### config.mk
export PLATFORM = sky130hd
export DESIGN_NAME = traffic_phase_controller
export DESIGN_NICKNAME = d
export VERILOG_FILES = /design/src/rtl/traffic_pkg.sv /design/src/rtl/tick_prescaler.sv /design/src/rtl/traffic_phase_controller.sv
export SDC_FILE = /design/constraint.sdc
export NUM_CORES = 1
export LEC_CHECK = 0
export ABC_AREA = 1
export ABC_CLOCK_PERIOD_IN_PS = 2750
export BUFFER_PORTS_ARGS = -buffer_cell sky130_fd_sc_hd__buf_4
export CORE_UTILIZATION = 55
export CTS_CLUSTER_DIAMETER = 50
export CTS_CLUSTER_SIZE = 10
export DETAILED_ROUTE_END_ITERATION = 7
export GPL_TIMING_DRIVEN = 0
export MAX_ROUTING_LAYER = met4
export PLACE_DENSITY_LB_ADDON = 0.1
export SLEW_MARGIN = 40
export SYNTH_ARGS = -nofsm -noshare
export SYNTH_HDL_FRONTEND = slang
export SYNTH_SLANG_ARGS = --single-unit
export TNS_END_PERCENT = 5
### constraint.sdc
create_clock -name clk -period 2.75 [get_ports clk]
set_input_delay 0.1375 -clock clk [delete_from_list [all_inputs] [get_ports clk]]
set_output_delay 0.1375 -clock clk [all_outputs]
set_load 0.02 [all_outputs]
### src/rtl/traffic_pkg.sv
// Shared light encodings, state encoding and head bundle for the
// sensor-actuated four-head traffic phase controller.
package traffic_pkg;

  localparam logic [2:0] LT_RED = 3'b100;
  localparam logic [2:0] LT_YEL = 3'b010;
  localparam logic [2:0] LT_GRN = 3'b001;
  localparam logic [2:0] LT_OFF = 3'b000;

  typedef enum logic [2:0] {
    ST_MAIN_GO  = 3'd0,
    ST_M2_YEL   = 3'd1,
    ST_TURN_GO  = 3'd2,
    ST_TURN_YEL = 3'd3,
    ST_SIDE_GO  = 3'd4,
    ST_SIDE_YEL = 3'd5,
    ST_FLASH    = 3'd6
  } state_e;

  typedef struct packed {
    logic [2:0] m1;
    logic [2:0] m2;
    logic [2:0] mt;
    logic [2:0] s;
  } heads_t;

endpackage

### src/rtl/tick_prescaler.sv
// Divides the system clock into a one-cycle tick strobe every TICK_DIV cycles;
// with TICK_DIV=1 the strobe is permanently high.
module tick_prescaler #(
  parameter int TICK_DIV = 1
) (
  input  logic clk,
  input  logic rst,
  output logic tick
);

  localparam int CW = (TICK_DIV > 1) ? $clog2(TICK_DIV) : 1;
  localparam logic [CW-1:0] LAST = CW'(TICK_DIV - 1);

  logic [CW-1:0] cnt_q, cnt_d;

  assign tick = (cnt_q == LAST);

  always_comb begin
    cnt_d = tick ? '0 : cnt_q + CW'(1);
  end

  // NOTE: sequential state uses non-blocking assignment only; the next value
  // is computed in always_comb so the flop block stays a plain register.
  always_ff @(posedge clk) begin
    if (rst) cnt_q <= '0;
    else     cnt_q <= cnt_d;
  end

endmodule

### src/rtl/traffic_phase_controller.sv
// Moore phase controller for four signal heads: timed main/turn phases, a
// side-street phase served on latched demand, and a night flash mode.
module traffic_phase_controller
  import traffic_pkg::*;
#(
  parameter int TICK_DIV = 1,
  parameter int TW       = 8,
  parameter int T_MAIN   = 7,
  parameter int T_TURN   = 5,
  parameter int T_SIDE   = 3,
  parameter int T_Y      = 2
) (
  input  logic       clk,
  input  logic       rst,
  input  logic       side_req,
  input  logic       flash_en,
  output logic [2:0] light_M1,
  output logic [2:0] light_M2,
  output logic [2:0] light_MT,
  output logic [2:0] light_S,
  output logic [2:0] phase,
  output logic       tick
);

  state_e        state_q, state_d;
  logic [TW-1:0] timer_q, timer_d;
  logic          demand_q, demand_d;
  logic          blink_q, blink_d;
  logic [TW-1:0] timer_last;
  logic          expire;
  state_e        main_dest;
  heads_t        heads;

  tick_prescaler #(.TICK_DIV(TICK_DIV)) u_prescaler (
    .clk  (clk),
    .rst  (rst),
    .tick (tick)
  );

  always_comb begin
    timer_last = '0;
    case (state_q)
      ST_MAIN_GO:                          timer_last = TW'(T_MAIN - 1);
      ST_TURN_GO:                          timer_last = TW'(T_TURN - 1);
      ST_SIDE_GO:                          timer_last = TW'(T_SIDE - 1);
      ST_M2_YEL, ST_TURN_YEL, ST_SIDE_YEL: timer_last = TW'(T_Y - 1);
      default:                             timer_last = '0;
    endcase
  end

  assign expire    = tick && (timer_q == timer_last);
  // Only transitions headed for MAIN_GO are diverted into night flash.
  assign main_dest = flash_en ? ST_FLASH : ST_MAIN_GO;

  // NOTE: every always_comb output gets a default first so no path through
  // the case statement can leave a value held, which would infer a latch.
  always_comb begin
    state_d  = state_q;
    timer_d  = timer_q;
    blink_d  = 1'b1;
    demand_d = demand_q | side_req;
    case (state_q)
      ST_MAIN_GO, ST_M2_YEL, ST_TURN_GO, ST_TURN_YEL, ST_SIDE_GO, ST_SIDE_YEL: begin
        if (expire) begin
          timer_d = '0;
          case (state_q)
            ST_MAIN_GO:  state_d = ST_M2_YEL;
            ST_M2_YEL:   state_d = ST_TURN_GO;
            ST_TURN_GO:  state_d = ST_TURN_YEL;
            ST_TURN_YEL: state_d = demand_q ? ST_SIDE_GO : main_dest;
            ST_SIDE_GO:  state_d = ST_SIDE_YEL;
            default:     state_d = main_dest;
          endcase
        end else if (tick) begin
          timer_d = timer_q + TW'(1);
        end
      end
      ST_FLASH: begin
        timer_d = '0;
        blink_d = blink_q;
        if (tick) begin
          if (!flash_en) begin
            state_d = ST_MAIN_GO;
            blink_d = 1'b1;
          end else begin
            blink_d = ~blink_q;
          end
        end
      end
      default: begin
        state_d = ST_MAIN_GO;
        timer_d = '0;
      end
    endcase
    // Entering SIDE_GO consumes the request, even one arriving this same cycle.
    if (state_d == ST_SIDE_GO && state_q != ST_SIDE_GO) demand_d = 1'b0;
  end

  always_ff @(posedge clk) begin
    if (rst) begin
      state_q  <= ST_MAIN_GO;
      timer_q  <= '0;
      demand_q <= 1'b0;
      blink_q  <= 1'b1;
    end else begin
      state_q  <= state_d;
      timer_q  <= timer_d;
      demand_q <= demand_d;
      blink_q  <= blink_d;
    end
  end

  always_comb begin
    heads = '{m1: LT_RED, m2: LT_RED, mt: LT_RED, s: LT_RED};
    case (state_q)
      ST_MAIN_GO:  heads = '{m1: LT_GRN, m2: LT_GRN, mt: LT_RED, s: LT_RED};
      ST_M2_YEL:   heads = '{m1: LT_GRN, m2: LT_YEL, mt: LT_RED, s: LT_RED};
      ST_TURN_GO:  heads = '{m1: LT_GRN, m2: LT_RED, mt: LT_GRN, s: LT_RED};
      ST_TURN_YEL: heads = '{m1: LT_YEL, m2: LT_RED, mt: LT_YEL, s: LT_RED};
      ST_SIDE_GO:  heads = '{m1: LT_RED, m2: LT_RED, mt: LT_RED, s: LT_GRN};
      ST_SIDE_YEL: heads = '{m1: LT_RED, m2: LT_RED, mt: LT_RED, s: LT_YEL};
      ST_FLASH:    heads = blink_q ? '{m1: LT_YEL, m2: LT_YEL, mt: LT_RED, s: LT_RED}
                                   : '{m1: LT_OFF, m2: LT_OFF, mt: LT_OFF, s: LT_OFF};
      default:     heads = '{m1: LT_RED, m2: LT_RED, mt: LT_RED, s: LT_RED};
    endcase
  end

  assign light_M1 = heads.m1;
  assign light_M2 = heads.m2;
  assign light_MT = heads.mt;
  assign light_S  = heads.s;
  assign phase    = state_q;

endmodule

After elaboration in Yosys (flattened, before gate mapping)
Cells that the tools add are included.
- input port bits: 4
- register bits: 14
- output and inout port bits: 16
- logic and storage cells: 41
- reduce and logical (&&, ||, !) cells: 9
- add/subtract/negate cells: 2
- bitwise operators: 5
- equal/unequal tests: 9
- mux-type cells: 11
- operator list (operator ; count):
    $pmux 12 s7 ; 1
    $mux 3 ; 5
    $pmux 3 s5 ; 1
    $eq 3x3->1 const B ; 4
    $pmux 3 s4 ; 1
    $mux 11 ; 1
    $add 8x1->8 const B ; 1
    $eq 8x8->1 ; 1
    $eq 3x2->1 const B ; 2
    $pmux 3 s2 ; 1
    $reduce_or 2->1 ; 3
    $reduce_or 3->1 ; 2
    $reduce_or 6->1 ; 1
    $not 1->1 ; 4
    $eq 3x1->1 const B ; 1
    $logic_not 3->1 ; 1
    $ne 3x3->1 const B ; 1
    $logic_and 1x1->1 ; 2
    $add 1x1->1 const B ; 1
    $mux 1 ; 1
    $or 1x1->1 ; 1

Depth between registers and ports, before layout
- depth in word-level cells: 10
- mapped depth: 11
- mapped depth without buffers: 10

Cells and area by module
From an unflattened synthesis, not the netlist that was laid out.
- cells, all modules: 134
- area total of the unflattened synthesis: 962.2 sq um
- modules (own cells, without submodules) (module ; cells an instance ; area each (sq um) ; instances):
    traffic_phase_controller ; 131 ; 934.6 ; 1
    tick_prescaler ; 3 ; 27.5 ; 1

Worst setup path before layout
Ideal clock, no wire load.
- kind: reg-to-output
- start: register state_q[0] (netlist: phase[0])
- end: output port light_M2[2]
- stages on the path, launching flop included: 5
- slack: 1.253 ns
- data arrival time: 1.359 ns
- path buffers: 1
- path through: dfxtp_1 -> buf_4 -> inv_1 -> a21oi_1 -> or2_2
- cells in the longest elaborated chain, start to end: 2
- elaborated cells on any way between the ends: 8
- RTL lines (element ; line ; source):
    from (decl) ; traffic_phase_controller.sv:25 ; state_e state_q, state_d;
    from (signal assigned) ; traffic_phase_controller.sv:106 ; state_q <= state_d;
    $eq 3x3->1 (tied with other cells) ; traffic_phase_controller.sv:115 ; case (state_q)
    $pmux 12 s7 * ; traffic_phase_controller.sv:115 ;
    to (decl) ; traffic_phase_controller.sv:18 ; output logic [2:0] light_M2,
Mark *: on every way between the ends. The rest lies on a longest branch, timed or not.

Worst setup path in the final report
- start: register state_q[1] (netlist: phase[1])
- end: output port light_M2[1]
Same word-level chain as after synthesis.

==> summary.md <==
| Metric | Value |
|---|---|
| Status | `complete, no violations` |
| Max Clk Rate | `between 600 and 700 MHz` |
| Antenna-violating nets left | `0` |
| Arr. time, crit path | `about 1.4 ns` |
| Worst Setup SP | `phase[1]` |
| Routed len/inst | `roughly 10 um` |
| Top-area cell type share of the netlist area | `around a third` |
| Clock transition at the registers of the reported paths | `roughly 0.07 ns` |
| Clk_skew | `roughly 0.0067 ns` |
| Area of the multi-input gates | `roughly 500 um^2` |
| Worst-Skew Late Latency | `between 0.2 and 0.3 ns` |
| Post-CTS sizing | `0` |
| Root buffer cell | `clkbuf_4` |
| Initial antenna violation count | `0` |
| DR iter-0 viols | `41` |
| Rows | `14` |
| Syn Std Cell Area | `about 870 um^2` |
| Share of layout cells above drive strength 1 | `23.0%` |
| Final WS setup | `roughly 1.2 ns` |
| Max-cap violations | `0` |
| ANT cells | `0` |
| Register area share after synthesis | `roughly a third` |
| Final hold slack | `approximately 0.045 ns` |
| Synth warnings | `0` |
| Leakage power | `approximately 0.54 nW` |
| Syn Area/Cell | `roughly 6.3 um^2` |
| DR pass1 iterations | `4` |
| Crit path cell chain | `buf_6, nand2_2, nor2_1, nand2_1, o31ai_1, buf_4` |
| TritonCTS clock tree | `done` |
| Worst IR Drop VDD | `around 0.00037 V` |
| Clock sinks | `14` |
| Crit end category | `output pin` |
| Fin. max-slew vios | `0` |
| Worst R2R Start | `phase[2]` |
| Hold Buf Count CTS | `0` |
| I/O Buffers | `19` |
| Cell family with most CP delay | `simple AND/OR/NAND/NOR gates` |
| Post-Syn Nets | `around 140` |
| Core area | `about 1500 um^2` |
| Pwr/cell area | `356 nW/um^2` |
| GRT Total Usage | `~23%` |
| Largest net degree at the start of global routing | `11` |
| DP Wirelength | `between 1 and 1.5 mm` |
| Sequential cell area | `roughly 280 um^2` |
| Finished Layout Cells | `between 150 and 200` |
| Ports | `20` |
| RePlAce Congestion | `0.880` |
| Min cycle time layout | `1.55 ns` |
| Worst-path fanout max | `10` |
| Cells after synthesis | `138` |
| Die outline height | `41.9 um` |
| Crit-path max cell delay | `~0.35 ns` |
| Unrepaired setup endpoints after global routing | `false` |
| Inst Count DP | `173` |
| Flops & latches, synth | `14` |
| Fillcell total | `138` |
| Via count | `approximately 930` |
| Count of cell types in the netlist | `25` |
| TNS Setup | `0 ns` |
| Critical path required time | `2.61 ns` |
| Via/cell ratio | `about 5.2` |
| Die width | `between 40 and 50 um` |
| Htree depth | `1` |
| Worst-case clock buffer depth | `2` |
| Final Hold Vio Count | `0` |
| DRC | `0` |
| Layout overhead on the synthesized area | `22.8%` |
| Hold path startpoint | `rst` |
| Final setup fails | `0` |
| Die ar. | `approximately 1800 um^2` |
| Fin nets | `~170` |
| CTS buffer count | `3` |
| Setup repair bufs after CTS | `0` |
| Dpl ws | `between 1 and 1.5 ns` |
| Critical path class | `flip-flop to output pin` |
| Worst setup SP type | `flip-flop` |
| Buf/Inv on CP | `2` |
| Slowest CP cell | `dfxtp_1` |
| Global route overflow | `0` |
| Vias in the first global route | `between 700 and 800` |
| Top cells by area, synth | `dfxtp_1 32%, nand2_1 14%, nor2_1 10%` |
| Global-route wire length before repair | `slightly above 3 mm` |
| Cell taking the most area after synthesis | `dfxtp_1` |
| Routed wire length | `1.81 mm` |
| Initial Util | `approximately 59%` |
| Min-Delay Path Class | `input pin to flip-flop` |
| Tcrit/Tclk final | `56.2%` |
-- final timing paths --
path	end	slack (ns)	cells past startpoint
max	light_M2[1]	1.20	6
min	phase[2]	0.04	2
max reg2reg	demand_q	1.30	9
min reg2reg	blink_q	0.51	1
-- synth_stat cells --
master / n
a21oi_1: 7
inv_1: 15
a21oi_2: 1
conb_1: 1
ha_1: 1
or2_1: 1
nand4_1: 2
nor3_1: 6
inv_2: 1
nor2_2: 3
o21ai_0: 4
buf_6: 1
or2_2: 1
nand3_1: 10
nand3_2: 2
dfxtp_1: 14
a31oi_1: 1
xor2_1: 3
a211o_1: 1
nand2_2: 3
buf_4: 2
nor2_1: 24
o31ai_1: 1
o21ai_1: 1
nand2_1: 32
-- per-layer routing --
metal / wire length [um] / track usage, % / vias to the layer above
li1: - / - / 487
met1: 880 / 34.2 / 413
met2: 812 / 32.8 / 27
met3: 97 / 3.91 / 2
met4: 17 / 5.81 / 0
met5: 0 / - / -
-- worst reg2reg max path: stages (launching register included) --
cell	delay [ns]
dfxtp_1	0.43
inv_1	0.15
nand2_1	0.11
nand3_1	0.10
nand2_2	0.12
nand2_2	0.09
nand2_1	0.07
nand3_1	0.10
nor2_1	0.11
a21oi_1	0.07
-- cell families (layout without fill, tap and decap cells) --
| logic type | count (synthesis) | in the layout | share of synthesized area (%) |
|---|---|---|---|
| flops | 14 | 14 | 32.1 |
| fa+ha+maj | 1 | 1 | 1.43 |
| compound gates | 16 | 16 | 10.5 |
| other cells | 1 | 1 | 0.429 |
| buf+inv | 19 | 42 | 9.88 |
| simple gates | 84 | 84 | 42.7 |
| xor+xnor | 3 | 3 | 3.01 |
-- power breakdown --
| part | internal (mW) | leakage, nW | total [mW] | switching (mW) |
|---|---|---|---|---|
| logic | 0.0116 | 0.409 | 0.0288 | 0.0172 |
| registers | 0.207 | 0.114 | 0.214 | 0.00686 |
| clock network | 0.0802 | 0.0210 | 0.139 | 0.0584 |
| total | 0.299 | 0.544 | 0.381 | 0.0824 |
-- per-stage QoR --
| stage | utilization (%) | area, um^2 | power (mW) |
|---|---|---|---|
| 4_1_cts | 72.0 | 1070 | 0.387 |
| 3_3_place_gp | 69.6 | 1040 | 0.246 |
| 2_1_floorplan | - | 873 | 0.236 |
| 6_report | 72.0 | 1070 | 0.381 |
| 3_5_place_dp | 69.6 | 1040 | 0.248 |
| 5_1_grt | 72.0 | 1070 | 0.400 |
-- placed cells by master, fill, tap and decap left out --
cell type and n:
a211o_1 1, a21oi_1 7, a21oi_2 1, a31oi_1 1, buf_4 21, buf_6 1
clkbuf_4 3, clkbuf_8 1, conb_1 1, dfxtp_1 14, ha_1 1, inv_1 15
inv_2 1, nand2_1 32, nand2_2 3, nand3_1 10, nand3_2 2, nand4_1 2
nor2_1 24, nor2_2 3, nor3_1 6, o21ai_0 4, o21ai_1 1, o31ai_1 1
or2_1 1, or2_2 1, xor2_1 3
-- state kept, by name (all words and copies together), names as in the netlist --
| register | cells |
|---|---|
| phase | 3 |
| demand_q | 1 |
| timer_q | 8 |
| blink_q | 1 |
| u_prescaler.cnt_q | 1 |
-- layout make-up --
| class | instances | share of cell area [%] |
|---|---|---|
| Clock buffer | 4 | 3.38 |
| Timing Repair Buffer | 19 | 13.3 |
| Sequential cell | 14 | 26.1 |
| Buffer | 3 | 2.45 |
| Inverter | 16 | 5.60 |
| Tap cell | 16 | 1.87 |
| Multi-Input combinational cell | 105 | 47.3 |
(Power assumes the default switching activity.)
